### config.mk
export PLATFORM = sky130hd
export DESIGN_NAME = apb4_protocol_monitor
export DESIGN_NICKNAME = d
export VERILOG_FILES = /design/src/rtl/apb4_protocol_monitor.sv
export SDC_FILE = /design/constraint.sdc
export NUM_CORES = 1
export LEC_CHECK = 0
export BUFFER_PORTS_ARGS = -buffer_cell sky130_fd_sc_hd__buf_2
export CORE_UTILIZATION = 45
export CTS_CLUSTER_DIAMETER = 100
export DETAILED_ROUTE_END_ITERATION = 8
export PLACE_DENSITY = 0.71
export SYNTH_ARGS = -nofsm -noshare
export SYNTH_HDL_FRONTEND = slang
export SYNTH_SLANG_ARGS = --single-unit
export TNS_END_PERCENT = 30
### constraint.sdc
create_clock -name PCLK -period 3.3 [get_ports PCLK]
set_input_delay 0 -clock PCLK [delete_from_list [all_inputs] [get_ports PCLK]]
set_output_delay 0 -clock PCLK [all_outputs]
set_load 0.01 [all_outputs]
### src/rtl/apb4_protocol_monitor.sv
// apb4_protocol_monitor: passive APB4 phase tracker and protocol checker
// Inputs : PCLK, PRESETn (sync active-low), APB4 tap (PSEL..PSLVERR), clr
// Outputs: err_valid/err_code pulse, err_sticky, busy, saturating wr/rd/slverr counts, max_wait
module apb4_protocol_monitor #(
    parameter int NUM_SLAVES     = 4,
    parameter int ADDR_WIDTH     = 32,
    parameter int DATA_WIDTH     = 32,
    parameter int TIMEOUT_CYCLES = 16,
    parameter int CNT_WIDTH      = 16
) (
    input  logic                    PCLK,
    input  logic                    PRESETn,
    input  logic [NUM_SLAVES-1:0]   PSEL,
    input  logic                    PENABLE,
    input  logic                    PWRITE,
    input  logic [ADDR_WIDTH-1:0]   PADDR,
    input  logic [DATA_WIDTH-1:0]   PWDATA,
    input  logic [DATA_WIDTH/8-1:0] PSTRB,
    input  logic [2:0]              PPROT,
    input  logic                    PREADY,
    input  logic                    PSLVERR,
    input  logic                    clr,
    output logic                    err_valid,
    output logic [2:0]              err_code,
    output logic [7:0]              err_sticky,
    output logic                    busy,
    output logic [CNT_WIDTH-1:0]    wr_count,
    output logic [CNT_WIDTH-1:0]    rd_count,
    output logic [CNT_WIDTH-1:0]    slverr_count,
    output logic [CNT_WIDTH-1:0]    max_wait
);
    localparam int SEL_BITS = $clog2(NUM_SLAVES);
    localparam int WW       = $clog2(TIMEOUT_CYCLES + 1);
    localparam logic [WW-1:0] TO = WW'(TIMEOUT_CYCLES);

    typedef enum logic [1:0] {IDLE, SETUP, WAIT} state_t;

    state_t                  r_state, w_next;
    logic [NUM_SLAVES-1:0]   r_sel;
    logic [ADDR_WIDTH-1:0]   r_addr;
    logic                    r_write;
    logic [DATA_WIDTH-1:0]   r_wdata;
    logic [DATA_WIDTH/8-1:0] r_strb;
    logic [2:0]              r_prot;
    logic [WW-1:0]           r_wait, w_wait, w_wait_inc, w_cw;
    logic [7:0]              w_err;
    logic [2:0]              w_code;
    logic [SEL_BITS-1:0]     w_idx;
    logic                    w_cap, w_comp, w_mis;
    logic [CNT_WIDTH-1:0]    w_wr_b, w_rd_b, w_se_b, w_mx_b, w_cw_ext;

    // selected index is the lowest set PSEL bit
    always_comb begin
        w_idx = '0;
        for (int i = NUM_SLAVES - 1; i >= 0; i--)
            if (PSEL[i]) w_idx = SEL_BITS'(i);
    end

    // write data and strobes only matter for writes
    assign w_mis = PSEL != r_sel || PADDR != r_addr || PWRITE != r_write || PPROT != r_prot ||
                   (r_write && (PWDATA != r_wdata || PSTRB != r_strb));
    assign w_wait_inc = r_wait + 1'b1;
    assign w_cw       = r_state == WAIT ? r_wait : '0;

    always_comb begin
        w_err    = '0;
        w_err[0] = |(PSEL & (PSEL - 1'b1));
        w_next   = r_state;
        w_wait   = r_wait;
        w_cap    = 1'b0;
        w_comp   = 1'b0;
        // an aborted SETUP is re-evaluated exactly like IDLE
        if (r_state == IDLE || (r_state == SETUP && !PENABLE)) begin
            w_err[2] = r_state == SETUP;
            w_err[1] = PENABLE;
            w_cap    = PSEL != '0 && !PENABLE;
            w_next   = w_cap ? SETUP : IDLE;
            w_err[5] = w_cap && !PWRITE && PSTRB != '0;
            w_err[6] = w_cap && w_idx != PADDR[ADDR_WIDTH-1 -: SEL_BITS];
        end else if (!PENABLE) begin
            w_err[2] = 1'b1;
            w_next   = IDLE;
        end else begin
            w_err[3] = w_mis;
            w_err[7] = PSLVERR && !PREADY;
            w_comp   = PREADY;
            w_err[4] = !PREADY && (r_state == SETUP ? TIMEOUT_CYCLES == 1 : w_wait_inc == TO);
            w_next   = (PREADY || w_err[4]) ? IDLE : WAIT;
            w_wait   = r_state == SETUP ? WW'(1) : w_wait_inc;
        end
    end

    always_comb begin
        w_code = '0;
        for (int i = 7; i >= 0; i--)
            if (w_err[i]) w_code = 3'(i);
    end

    // clr zeroes the base so a same-cycle event lands on top of the clear
    assign w_wr_b   = clr ? '0 : wr_count;
    assign w_rd_b   = clr ? '0 : rd_count;
    assign w_se_b   = clr ? '0 : slverr_count;
    assign w_mx_b   = clr ? '0 : max_wait;
    assign w_cw_ext = CNT_WIDTH'(w_cw);
    assign busy     = r_state != IDLE;

    always_ff @(posedge PCLK) begin
        if (w_cap) begin
            r_sel   <= PSEL;
            r_addr  <= PADDR;
            r_write <= PWRITE;
            r_wdata <= PWDATA;
            r_strb  <= PSTRB;
            r_prot  <= PPROT;
        end
        if (!PRESETn) begin
            r_state      <= IDLE;
            r_wait       <= '0;
            err_valid    <= 1'b0;
            err_code     <= '0;
            err_sticky   <= '0;
            wr_count     <= '0;
            rd_count     <= '0;
            slverr_count <= '0;
            max_wait     <= '0;
        end else begin
            r_state      <= w_next;
            r_wait       <= w_wait;
            err_valid    <= |w_err;
            err_code     <= w_code;
            err_sticky   <= (clr ? 8'h00 : err_sticky) | w_err;
            wr_count     <= w_wr_b + CNT_WIDTH'(w_comp && r_write && !(&w_wr_b));
            rd_count     <= w_rd_b + CNT_WIDTH'(w_comp && !r_write && !(&w_rd_b));
            slverr_count <= w_se_b + CNT_WIDTH'(w_comp && PSLVERR && !(&w_se_b));
            max_wait     <= (w_comp && w_cw_ext > w_mx_b) ? w_cw_ext : w_mx_b;
        end
    end
endmodule
; Word level (Yosys, flattened, before mapping)
; Cells that the tools add are included.
[totals]
reg_bits = 159
inputBits = 82
output_inout_bits = 77
word_cells = 116
[classes]
add_sub_neg = 5
magnitude_cmp = 1
eq_ne = 10
n_mux = 35
bitwise = 4
reduce_logical = 43
[op_table]
columns = op, count
row1 = 16-bit 2-to-1 mux, 4
row2 = 32-bit inequality test, 2
row3 = 16-bit by 1-bit adder with 16-bit output, 3
row4 = 16-bit AND reduction, 3
row5 = 2-bit 2-to-1 mux, 12
row6 = 5-bit by 16-bit > comparator with 1-bit output, 1
row7 = 1-bit logical AND, 15
row8 = 5-bit 2-to-1 mux, 3
row9 = 3-bit 2-to-1 mux, 4
row10 = 1-bit 2-to-1 mux, 11
row11 = 11-bit OR reduction, 1
row12 = 8-bit 2-to-1 mux, 1
row13 = 4-bit inequality test, 2
row14 = 8-bit bitwise OR, 1
row15 = 4-bit nonzero test, 2
row16 = 8-bit OR reduction, 1
row17 = 1-bit zero test, 7
row18 = 1-bit logical OR, 7
row19 = 6-bit OR reduction, 1
row20 = 5-bit by 1-bit adder with 5-bit output (second input constant), 1
row21 = 5-bit == test (second input constant), 1
row22 = 5-bit OR reduction, 1
row23 = 4-bit bitwise AND, 1
row24 = 4-bit OR reduction, 1
row25 = 11 further kinds, 12

; Depth between registers and ports, before layout
; Gate-level depths: netlist of run 1.
[logic_depth]
depth_word = 13
depth_mapped = 14
depth_no_buf = 13

; Least setup slack after synthesis of run 1
; Ideal clock, no wire load.
[synth_path]
path_kind = register to register
startpoint = register r_state[1]
endpoint = register err_code[1]
setup_time_ps = 58
t_arrival_ps = 3030
t_required_ps = 3242
setup_slack_ps = 212
path_stages_with_launch = 8
n_path_buf = 1
period_less_slack_ps = 3088
cell_sequence = dfxtp_1 > buf_4 > nor2_1 > o21ai_2 > inv_1 > o221ai_1 > a211oi_1 > o21a_1
[synth_between]
elab_chain_len = 10
elab_cells_between_ends = 19
cone_classes = eq/ne (1) / mux (13) / reduce/logical (5)
[synth_lines]
columns = element, line
row1 = start: declaration, 38  ; state_t r_state, w_next;
row2 = start signal: assignment, 127  ; r_state <= w_next;
row3 = 2-bit by 1-bit == test with 1-bit output, "73, 74, 87"
row4 = 1-bit logical AND, 73  ; if (r_state == IDLE || (r_state == SETUP && !PENABLE)) begin
row5 = 1-bit logical OR, 73
row6 = 1-bit 2-to-1 mux, 73
row7 = 3-bit 2-to-1 mux (4 in a row), 96  ; if (w_err[i]) w_code = 3'(i);
row8 = 2-bit 2-to-1 mux (2 in a row), 96
row9 = end signal: assignment, 130  ; err_code <= w_code;
row10 = end: declaration, 24  ; output logic [2:0] err_code,
; Parallel ways exist; a longest one is shown, timed or not.
; A chain may end at the register's enable or synchronous reset.

; Worst setup path in the final report of run 1
[layout_path]
startpoint = register r_state[1]
endpoint = register max_wait[4]
[layout_between]
elab_chain_len = 6
elab_cells_between_ends = 10
cone_classes = order compare (1) / eq/ne (2) / mux (3) / reduce/logical (4)
[layout_lines]
columns = element, line
row1 = "parallel branches: the longest is 5 deep, another holds 5-bit by 16-bit > comparator with 1-bit output", n/a
row2 = 5-bit 2-to-1 mux (*), 135  ; max_wait <= (w_comp && w_cw_ext > w_mx_b) ? w_cw_ext : w_mx_b;
row3 = end signal: assignment, 135
row4 = end: declaration, 30  ; output logic [CNT_WIDTH-1:0] max_wait
; Mark *: on every way between the ends.

==> results of run 1 <==
## sequential cells by signal, summed over array words and instances, names as in the netlist, 2 cells and up
signal        cells
err_code          3
err_sticky        8
max_wait         16
r_addr           32
r_prot            3
r_sel             4
r_state           2
r_strb            4
r_wait            5
r_wdata          32
rd_count         16
slverr_count     16
wr_count         16
## how the worst min path moves through the flow
stage	startpoint	endpoint	slack (ns)
after CTS	PADDR[19]	r_addr[19]$_DFFE_PP_	0.30
after global routing	PWDATA[8]	r_wdata[8]$_DFFE_PP_	0.31
after global placement	PADDR[29]	r_addr[29]$_DFFE_PP_	0.20
after floorplan	PREADY	r_state[1]$_SDFF_PP0_	0.08
final	PADDR[2]	r_addr[2]$_DFFE_PP_	0.32
after detailed placement	PWDATA[7]	r_wdata[7]$_DFFE_PP_	0.20
## cells in the final DEF, fill, tap and decap left out, types with 3 or more instances in the layout
| cell type | synthesis | routed |
|---|---|---|
| o21ai_0 | 13 | 13 |
| clkbuf_8 | 0 | 5 |
| a21oi_1 | 24 | 24 |
| dfxtp_1 | 83 | 83 |
| buf_2 | 2 | 158 |
| inv_4 | 0 | 3 |
| clkbuf_1 | 10 | 3 |
| clkbuf_16 | 0 | 18 |
| xnor2_1 | 36 | 36 |
| ha_1 | 13 | 13 |
| xor2_1 | 76 | 76 |
| and2_1 | 21 | 21 |
| or3_1 | 11 | 11 |
| a211oi_1 | 3 | 3 |
| nand2b_1 | 4 | 4 |
| nand3_1 | 22 | 22 |
| buf_4 | 2 | 5 |
| nor3_1 | 6 | 6 |
| o21a_1 | 5 | 5 |
| nor2b_1 | 17 | 17 |
| dlygate4sd3_1 | 0 | 81 |
| edfxtp_1 | 76 | 76 |
| nand4_1 | 19 | 19 |
| mux2_2 | 5 | 5 |
| nor2_1 | 59 | 59 |
| and3_1 | 4 | 4 |
| nand2_1 | 47 | 47 |
| nor4_1 | 20 | 20 |
| inv_1 | 10 | 9 |
## synth_stat cells (3+ instances only)
master	number
nor4_1	20
nor3_1	6
ha_1	13
clkbuf_1	10
and2_1	21
nor2b_1	17
inv_1	10
xor2_1	76
a21oi_1	24
o21ai_0	13
edfxtp_1	76
and3_1	4
dfxtp_1	83
nand2b_1	4
xnor2_1	36
o21a_1	5
a211oi_1	3
mux2_2	5
or3_1	11
nor2_1	59
nand4_1	19
nand3_1	22
nand2_1	47
## timing repair
action | in CTS | in global routing
buffers inserted | 0 | 0
endpoints found under the hold margin | 94 | 0
hold buffers | 81 | 0
setup endpoints to repair | 0 | 0
## cell type report
type / instances / area (sq um) / area share [%]
Clock buffer: 26 / 531 / 5.68
Clock inverter: 4 / 23.8 / 0.255
Inverter: 12 / 45.0 / 0.483
Multi-Input combinational cell: 437 / 2920 / 31.2
Sequential cell: 159 / 3940 / 42.3
Tap cell: 188 / 235 / 2.52
Timing Repair Buffer: 244 / 1640 / 17.6
## critical path: cells and delay by family, from the launching register on
kind	cells	cell delay [ns]
buffers and inverters	1	0.07
multiplexers	1	0.36
AO/OA/AOI/OAI	4	0.73
flip-flops	1	0.54
AND/OR/NAND/NOR	4	0.68
adder cells (fa/ha/maj)	1	0.24
## layer usage
layer | vias to the layer above | part of all wire (%) | track usage (%)
met5 | - | 0 | 0
met4 | 0 | 2.0 | 8.15
met3 | 25 | 5.3 | 6.20
met2 | 164 | 49 | 39.1
met1 | 2637 | 44 | 25.7
li1 | 2682 | - | -
## power breakdown
| part | total (mW) | switching, mW | leakage, nW | internal, mW |
|---|---|---|---|---|
| Clock | 1.85 | 0.745 | 0.279 | 1.10 |
| Sequential | 2.18 | 0.0339 | 1.41 | 2.15 |
| Combinational | 0.359 | 0.184 | 2.13 | 0.175 |
## logic make-up after synthesis
logic type	Yosys count	share of synthesized area (%)
adders and majority gates	14	2.47
and+or+nand+nor	247	19.1
AOI/OAI and AO/OA	58	5.23
xor gates and xnor gates	112	14.1
buffers and inverters	28	1.76
muxes	6	0.950
DFF	159	56.5
## through the flow
step	std cells	total power [mW]	util (%)	hold WS, ns	worst slack, ns
final	1070	4.38	61.6	0.317	0.608
after global placement	959	2.48	52.6	0.203	0.729
after global routing	1070	4.54	61.6	0.306	0.419
after CTS	1070	4.41	61.6	0.296	0.612
after floorplan	624	2.37	-	0.0785	0.212
after detailed placement	959	2.50	52.6	0.204	0.648
==> impl_results.md, run 1 <==
* Skew final at 0.0119 ns
* Layout cell share with drive strength beyond 1 at 24.1%
* Avg Inst Size Synth at 11.2 sq um
* Row cnt at 45
* Largest cells by area after synthesis: edfxtp_1 33%, dfxtp_1 24%, xor2_1 9.5%, xnor2_1 4.5%, nor2_1 3.2%
* R2R Path End: max_wait[4]$_SDFF_PN0_
* Gr usage total at 22.2%
* CTS resizes at 0
* CTS clock-pin slew for the worst setup and hold paths at 0.06 ns
* Total routed wirelength at 17.3 mm
* Post-synth cell types at 55
* R2R Setup Slk at 0.61 ns
* Yosys warning total at 0
* Post-Synthesis Net Count at 719
* Max cap viols at 0
* Crit path required time at 3.64 ns
* Synth area leader: edfxtp_1
* Synthesized area at 0.00698 sq mm
* Cells after Synth at 624
* Reg2reg start: r_state[1]$_SDFF_PP0_
* Seq cells post-synth at 159
* Clk sinks at 159
* PortBufs at 158
* Finished Cell Area at 0.00933 sq mm
* CP max FO at 10
* First-pass GRT wire length at 27.6 mm
* Leak pwr at 3.82 nW
* Total gr overflow at 0
* Die footprint at 0.0160 sq mm
* HPWL after DPL at 11.7 mm
* Vias/cell at 5.15
* Drt wl/cell at 16.1 microns
* Core Area at 0.0151 sq mm
* CP Data Arrival Time at 3.03 ns
* Actual slew at the worst max-slew pin at 0.829 ns
* RePlAce Congestion at 0.858
* Crit end category: flop
* Initial DRC Count at 297
* Router iterations before antenna repair at 5
* Fin Setup TNS at 0 ns
* Slowest Stage Delay on Critical Path at 0.54 ns
* Post-synth ARST share at 0%
* Cell count of the worst hold path at 2
* TritonCTS Buffers at 17
* HP Class: in -> reg
* Largest net degree at the start of global routing at 65
* N_diodes at 0
* Root buf cell: clkbuf_16
* Clk buf depth at 2
* Maximum clock rate at 371 MHz
* CP startpoint kind: flop
* Initial Util at 46.1%
* CP endpoint: max_wait[4]$_SDFF_PN0_
* Top-area cell type share of the netlist area at 32.7%
* Number of synthesized flops with an enable pin at 76
* H-Tree Depth at 4
* Placed instance area at 0.00797 sq mm
* PwrDens at 470 mW/mm^2
* Via count at 5508
* Clk_lat worst skew at 0.42 ns
* Number of antenna-violating nets in the routed design at 0
* CP Cell Sequence: nor2b_1, nand2_1, inv_1, ha_1, nor2b_1, o21a_1, o21a_1, o21a_1, o21ai_4, mux2_2, nor2_1
* CP startpoint: r_state[1]$_SDFF_PP0_
* Worst reg2reg path depth at 11
* Number of global-route vias before repair at 5644
* Final period utilization at 81.6%
* Die X at 127 microns
* Slew Limit Fails at 0
* Endpoints failing hold at 0
* Layout area overhead at 33.7%
* CTS tree: yes
* Fill cells at 1139
* CP max stage cell: dfxtp_1
* Die height at 127 microns
* Rel. slew slack at 44.7%
* IO Pins at 159
* RSZ-0062 raised after global routing: false
* Crit path kind: reg -> reg
* Tmin final at 2.69 ns
* Outcome: finished clean
* Synth Flop Type: dfxtp_1
* Seq/Total Area, Yosys at 56.5%
* Max VDD drop at 358 uV
* DRC Markers at 0
* Top cell by count, worst path: o21a_1
* Nets@finish at 966
* Initial antenna violation count at 0
* Setup violations, final at 0
Power figures use the tool's default switching activity.
==> run 2: changes to the inputs <==
--- a/config.mk
+++ b/config.mk
@@ -5,11 +5,12 @@
 export SDC_FILE = /design/constraint.sdc
 export NUM_CORES = 1
 export LEC_CHECK = 0
+export ABC_AREA = 1
 export BUFFER_PORTS_ARGS = -buffer_cell sky130_fd_sc_hd__buf_2
 export CORE_UTILIZATION = 45
 export CTS_CLUSTER_DIAMETER = 100
 export DETAILED_ROUTE_END_ITERATION = 8
-export PLACE_DENSITY = 0.71
+export PLACE_DENSITY = 0.68
 export SYNTH_ARGS = -nofsm -noshare
 export SYNTH_HDL_FRONTEND = slang
 export SYNTH_SLANG_ARGS = --single-unit
==> constraint.sdc (replaced) <==
create_clock -name PCLK -period 2.5 [get_ports PCLK]
set_input_delay 0 -clock PCLK [delete_from_list [all_inputs] [get_ports PCLK]]
set_output_delay 0 -clock PCLK [all_outputs]
set_load 0.01 [all_outputs]
==> impl_results.md, run 2 <==
* TritonCTS Buffers at 17
* Core Area at 0.0159 sq mm
* Synth area leader: edfxtp_1
* Layout cell share with drive strength beyond 1 at 21.8%
* Cells after Synth at 836
* Final period utilization at 91.0%
* Total gr overflow at 0
* Layout area overhead at 34.4%
* Largest net degree at the start of global routing at 32
* Router iterations before antenna repair at 5
* CP max stage cell: dfxtp_1
* Die footprint at 0.0169 sq mm
* Post-synth ARST share at 0%
* Initial Util at 46.1%
* Endpoints failing hold at 0
* CP endpoint: rd_count[15]$_SDFF_PN0_
* HP Class: in -> reg
* CP Cell Sequence: nor2_1, nor2_4, nand2_1, nor3_2, ha_2, nand2_1, nor3_2, nand2_2, nor4_4, nand3_2, nor2_1, nor2_1
* PwrDens at 604 mW/mm^2
* CTS tree: yes
* Slowest Stage Delay on Critical Path at 0.37 ns
* CP max FO at 6
* Clk_lat worst skew at 0.42 ns
* Crit end category: flop
* Die X at 130 microns
* Number of synthesized flops with an enable pin at 76
* Total routed wirelength at 18.1 mm
* R2R Setup Slk at 0.22 ns
* Synthesized area at 0.00736 sq mm
* Slew Limit Fails at 0
* Commonest non-fill, non-tap cell in the layout: buf_2
* Max cap viols at 0
* CP startpoint kind: flop
* First-pass GRT wire length at 28.0 mm
* Cell count after placement at 1209
* Crit path kind: reg -> reg
* Row cnt at 46
* Seq cells post-synth at 159
* IO Pins at 159
* R2R Path End: rd_count[15]$_SDFF_PN0_
* Skew final at 0.00947 ns
* Maximum clock rate at 439 MHz
* Drt wl/cell at 13.7 microns
* Initial DRC Count at 333
* Post-synth cell types at 42
* RSZ-0062 raised after global routing: true
* Worst reg2reg path depth at 12
* PortBufs at 158
* Clk sinks at 159
* List of most frequent post-synthesis cells: 157 x nand2_1, 117 x nor2_1, 113 x inv_1
* Root buf cell: clkbuf_16
* Post-Synthesis Net Count at 931
* Nets@finish at 1188
* Most frequent cells in the layout: 158 x buf_2, 156 x nand2_1, 115 x nor2_1
* Seq/Total Area, Yosys at 53.6%
* Actual slew at the worst max-slew pin at 0.394 ns
* CP Data Arrival Time at 2.59 ns
* Rel. slew slack at 73.7%
* Crit path required time at 2.81 ns
* Leak pwr at 4.14 nW
* HPWL after DPL at 12.4 mm
* Top cell by count, worst path: nor2_1
* Final WS setup at 0.224 ns
* Number of antenna-violating nets in the routed design at 0
* Largest regs: r_addr x32, r_wdata x32
* Vias/cell at 4.76
* Setup WS pre-CTS at 0.146 ns
* Synth Flop Type: dfxtp_1
* Top-area cell type share of the netlist area at 31.0%
* CP startpoint: r_state[1]$_SDFF_PP0_
* Yosys warning total at 0
* CTS clock-pin slew for the worst setup and hold paths at 0.06 ns
* Avg Inst Size Synth at 8.80 sq um
* Tmin final at 2.28 ns
* Post-route insts no fill at 1323
* Initial antenna violation count at 1
* Die height at 130 microns
* Number of global-route vias before repair at 5854
* Gr usage total at 21.6%
* Largest cells by area after synthesis: edfxtp_1 31%, dfxtp_1 23%, nand2_1 8.0%, xnor2_1 6.1%, nor2_1 6.0%
* DRC Markers at 0
* H-Tree Depth at 4
* Setup violations, final at 0
* Clk buf depth at 2
* Max VDD drop at 478 uV
* Reg2reg start: r_state[1]$_SDFF_PP0_
* Outcome: finished clean
* RePlAce Congestion at 0.828
* Via count at 6300
* Top-count cell post-synth: nand2_1
* Fill cells at 1367
==> run 2: critical path: cells and delay by family, from the launching register on <==
family,cells,cell delay [ns]
fa+ha+maj,1,0.21
simple gates,11,1.57
flops,1,0.37
==> run 2: routing by layer <==
metal,share of wire (%),track usage [%],up-vias
met1,46,27.4,2874
met5,0,0,-
met4,1.8,6.77,0
met2,46,35.1,162
li1,-,-,3240
met3,6.1,7.05,24
==> run 2: final cells by class <==
type                       count  area [sq um]  area share (%)
sequential                   159          3940            39.9
multi-input combinational    547          2930            29.6
timing repair buffer         253          1720            17.4
clock buffer                  21           483            4.89
inverter                     115           435            4.41
tap                          216           270            2.73
clock inverter                11           103            1.04
antenna                        1          2.50          0.0253
==> run 2: timing repair <==
| action | 4_1_cts | 5_1_grt |
|---|---|---|
| hold buffers | 80 | 0 |
| buffers inserted | 0 | 1 |
| endpoints found under the hold margin | 81 | 0 |
| setup endpoints to repair | 0 | 12 |
| resized for setup | 0 | 12 |
==> run 2: metrics by stage <==
stage	hold WS [ns]	power, mW	TNS [ns]	util [%]	instance area, sq um
2_1_floorplan	0.0989	3.20	0	-	7360
3_3_place_gp	0.194	3.37	0	53.0	8440
3_5_place_dp	0.195	3.38	0	53.0	8440
4_1_cts	0.0170	6.03	0	61.7	9830
5_1_grt	0.0491	6.22	-0.0165	62.0	9880
6_report	0.0328	5.97	0	62.0	9880
==> run 2: logic make-up after synthesis <==
| kind of cell | share of synthesized area, % |
|---|---|
| fa+ha+maj | 2.21 |
| buf+inv | 7.16 |
| compound gates | 8.10 |
| simple gates | 21.3 |
| xor+xnor | 7.62 |
| flops | 53.6 |
==> run 2: power breakdown <==
group / leakage [nW] / internal [mW] / total, mW / switching (mW)
clock network: 0.277 / 1.49 / 2.54 / 1.04
registers: 1.40 / 2.84 / 2.89 / 0.0442
logic: 2.46 / 0.267 / 0.548 / 0.281
==> run 2: worst min path at each step <==
stage,cells after the start,endpoint,startpoint,slack (ns)
after floorplan,0,r_addr[0]$_DFFE_PP_,PADDR[0],0.1
after global placement,1,r_addr[15]$_DFFE_PP_,PADDR[15],0.19
after detailed placement,1,r_addr[15]$_DFFE_PP_,PADDR[15],0.19
after CTS,5,err_sticky[7]$_SDFF_PN0_,PSLVERR,0.02
after global routing,5,err_sticky[7]$_SDFF_PN0_,PSLVERR,0.05
final,5,err_sticky[7]$_SDFF_PN0_,PSLVERR,0.03
==> run 3: changes to the inputs <==
--- a/config.mk
+++ b/config.mk
@@ -6,7 +6,7 @@
 export NUM_CORES = 1
 export LEC_CHECK = 0
 export ABC_AREA = 1
-export BUFFER_PORTS_ARGS = -buffer_cell sky130_fd_sc_hd__buf_2
+export BUFFER_PORTS_ARGS = -buffer_cell sky130_fd_sc_hd__clkbuf_2
 export CORE_UTILIZATION = 45
 export CTS_CLUSTER_DIAMETER = 100
 export DETAILED_ROUTE_END_ITERATION = 8
==> constraint.sdc (replaced) <==
create_clock -name PCLK -period 2.63 [get_ports PCLK]
set_input_delay 0 -clock PCLK [delete_from_list [all_inputs] [get_ports PCLK]]
set_output_delay 0 -clock PCLK [all_outputs]
set_load 0.01 [all_outputs]
==> impl_results.md, run 3 (synthesis gave the netlist of run 2 again) <==
* Actual slew at the worst max-slew pin at 0.678 ns
* Tmin final at 2.35 ns
* Layout area overhead at 33.3%
* Endpoints failing hold at 0
* Placed instance area at 0.00843 sq mm
* Slew Limit Fails at 0
* Finished Cell Area at 0.00980 sq mm
* Crit path kind: reg -> reg
* IO Pins at 159
* Setup violations, final at 0
* Cell count after placement at 1207
* Number of global-route vias before repair at 5796
* Combinational fraction of design power at 9.2%
* DRC Markers at 0
* Rel. slew slack at 54.6%
* P_sw at 1.22 mW
* Gr usage total at 21.2%
* Total gr overflow at 0
* H-Tree Depth at 4
* Via count at 6202
* Vias/cell at 4.71
* Most frequent cells in the layout: 158 x clkbuf_2, 157 x nand2_1, 116 x nor2_1
* Initial DRC Count at 424
* Clk buf depth at 2
* Number of antenna-violating nets in the routed design at 0
* HPWL after DPL at 12.2 mm
* Router iterations before antenna repair at 8
* Cell internal pwr at 4.42 mW
* HP Class: in -> reg
* CTS clock-pin slew for the worst setup and hold paths at 0.05 ns
* Skew final at 0.00957 ns
* Die X at 130 microns
* CTS tree: yes
* CP max FO at 4
* Post-route insts no fill at 1318
* Outcome: finished clean
* Nets@finish at 1186
* Total routed wirelength at 17.5 mm
* Maximum clock rate at 425 MHz
* Crit end category: flop
* CP startpoint kind: flop
* Die height at 130 microns
* Final Util at 61.5%
* Fin Setup TNS at 0 ns
* PortBufs at 158
* First-pass GRT wire length at 27.5 mm
* Max VDD drop at 427 uV
* Max cap viols at 0
* Clk pwr share at 42.2%
* PwrDens at 575 mW/mm^2
* CP Data Arrival Time at 2.63 ns
* Initial antenna violation count at 0
* Clk_lat worst skew at 0.42 ns
* Die footprint at 0.0169 sq mm
* Largest net degree at the start of global routing at 43
* Crit path required time at 2.91 ns
* Largest regs: r_addr x32, r_wdata x32
* Core Area at 0.0159 sq mm
* Initial Util at 46.1%
* Leak pwr at 4.08 nW
* Final period utilization at 89.4%
* Clk sinks at 159
* Layout cell share with drive strength beyond 1 at 20.3%
* TritonCTS Buffers at 17
* RePlAce Congestion at 0.831
* Switching portion of total power at 21.6%
* Drt wl/cell at 13.3 microns
* Root buf cell: clkbuf_16
* Sequential cell fraction of total power at 48.6%
* N_diodes at 0
* Commonest non-fill, non-tap cell in the layout: clkbuf_2
* Row cnt at 46
[run 3: cell count changes in the layout (fill, tap and decap cells not counted), sizes merged]
cell         previous run  this run
clkbuf                 21       179
diode                   1         0
buf                   173        15
clkinv                  3         6
inv                   117       114
dlygate4sd3            80        78
clkinvlp                5         1
bufinv                  1         3
[run 3: cell type report]
cell class	count	area, sq um
Inverter	115	435
Tap cell	216	270
Timing Repair Buffer	251	1700
Fill cell	1359	6140
Multi-Input combinational cell	547	2900
Sequential cell	159	3940
Clock buffer	21	440
Clock inverter	9	119
[run 3: through the flow]
stage | setup WS [ns] | hold WS (ns) | power, mW
floorplan | 0.253 | 0.0989 | 3.04
global placement | 0.253 | 0.195 | 3.20
detailed placement | 0.155 | 0.198 | 3.21
CTS | 0.163 | 0.00398 | 5.70
global route | -0.00180 | 0.0768 | 5.85
finish | 0.280 | 0.0225 | 5.64
[run 3: power by group through the flow]
| stage | combinational (mW) | clock, mW | sequential (mW) |
|---|---|---|---|
| 5_1_grt | 0.574 | 2.53 | 2.75 |
| 6_report | 0.516 | 2.38 | 2.74 |
| 4_1_cts | 0.515 | 2.44 | 2.74 |
| 3_5_place_dp | 0.420 | 0 | 2.79 |
| 2_1_floorplan | 0.246 | 0 | 2.79 |
| 3_3_place_gp | 0.413 | 0 | 2.79 |
[run 3: timing repair]
| action | in CTS | in global routing |
|---|---|---|
| hold endpoints to repair | 78 | 0 |
| setup endpoints to repair | 0 | 4 |
| hold buffers | 78 | 0 |
| gates resized for setup | 0 | 3 |
| buffers inserted | 0 | 3 |
[run 3: worst max-delay path: stages (launching register included)]
cell,delay [ns]
dfxtp_1,0.33
inv_1,0.08
nor2_1,0.15
nand2_1,0.08
nor2_2,0.13
inv_1,0.10
nor4_2,0.20
a31oi_1,0.13
ha_1,0.22
ha_1,0.18
inv_1,0.08
nor2_1,0.07
inv_1,0.08
nor2_1,0.06
inv_1,0.10
nor3_1,0.06
a21oi_1,0.12
nor3_1,0.05
[run 3: final timing paths]
path / endpoint / slack (ns) / from / cells past startpoint
hold reg to reg: err_sticky[4]$_SDFF_PN0_ / 0.46 / err_sticky[4]$_SDFF_PN0_ / 2
setup / recovery: wr_count[14]$_SDFF_PN0_ / 0.28 / wr_count[8]$_SDFF_PN0_ / 17
hold / removal: err_sticky[7]$_SDFF_PN0_ / 0.02 / PSLVERR / 5
setup reg to reg: wr_count[14]$_SDFF_PN0_ / 0.28 / wr_count[8]$_SDFF_PN0_ / 17
[run 3: layer usage]
layer | track usage [%] | wire [microns] | up-vias
met5 | 0 | 0 | -
met4 | 6.84 | 286 | 0
met3 | 6.23 | 1170 | 22
met2 | 35.1 | 8020 | 165
met1 | 26.6 | 8060 | 2792
li1 | - | - | 3223
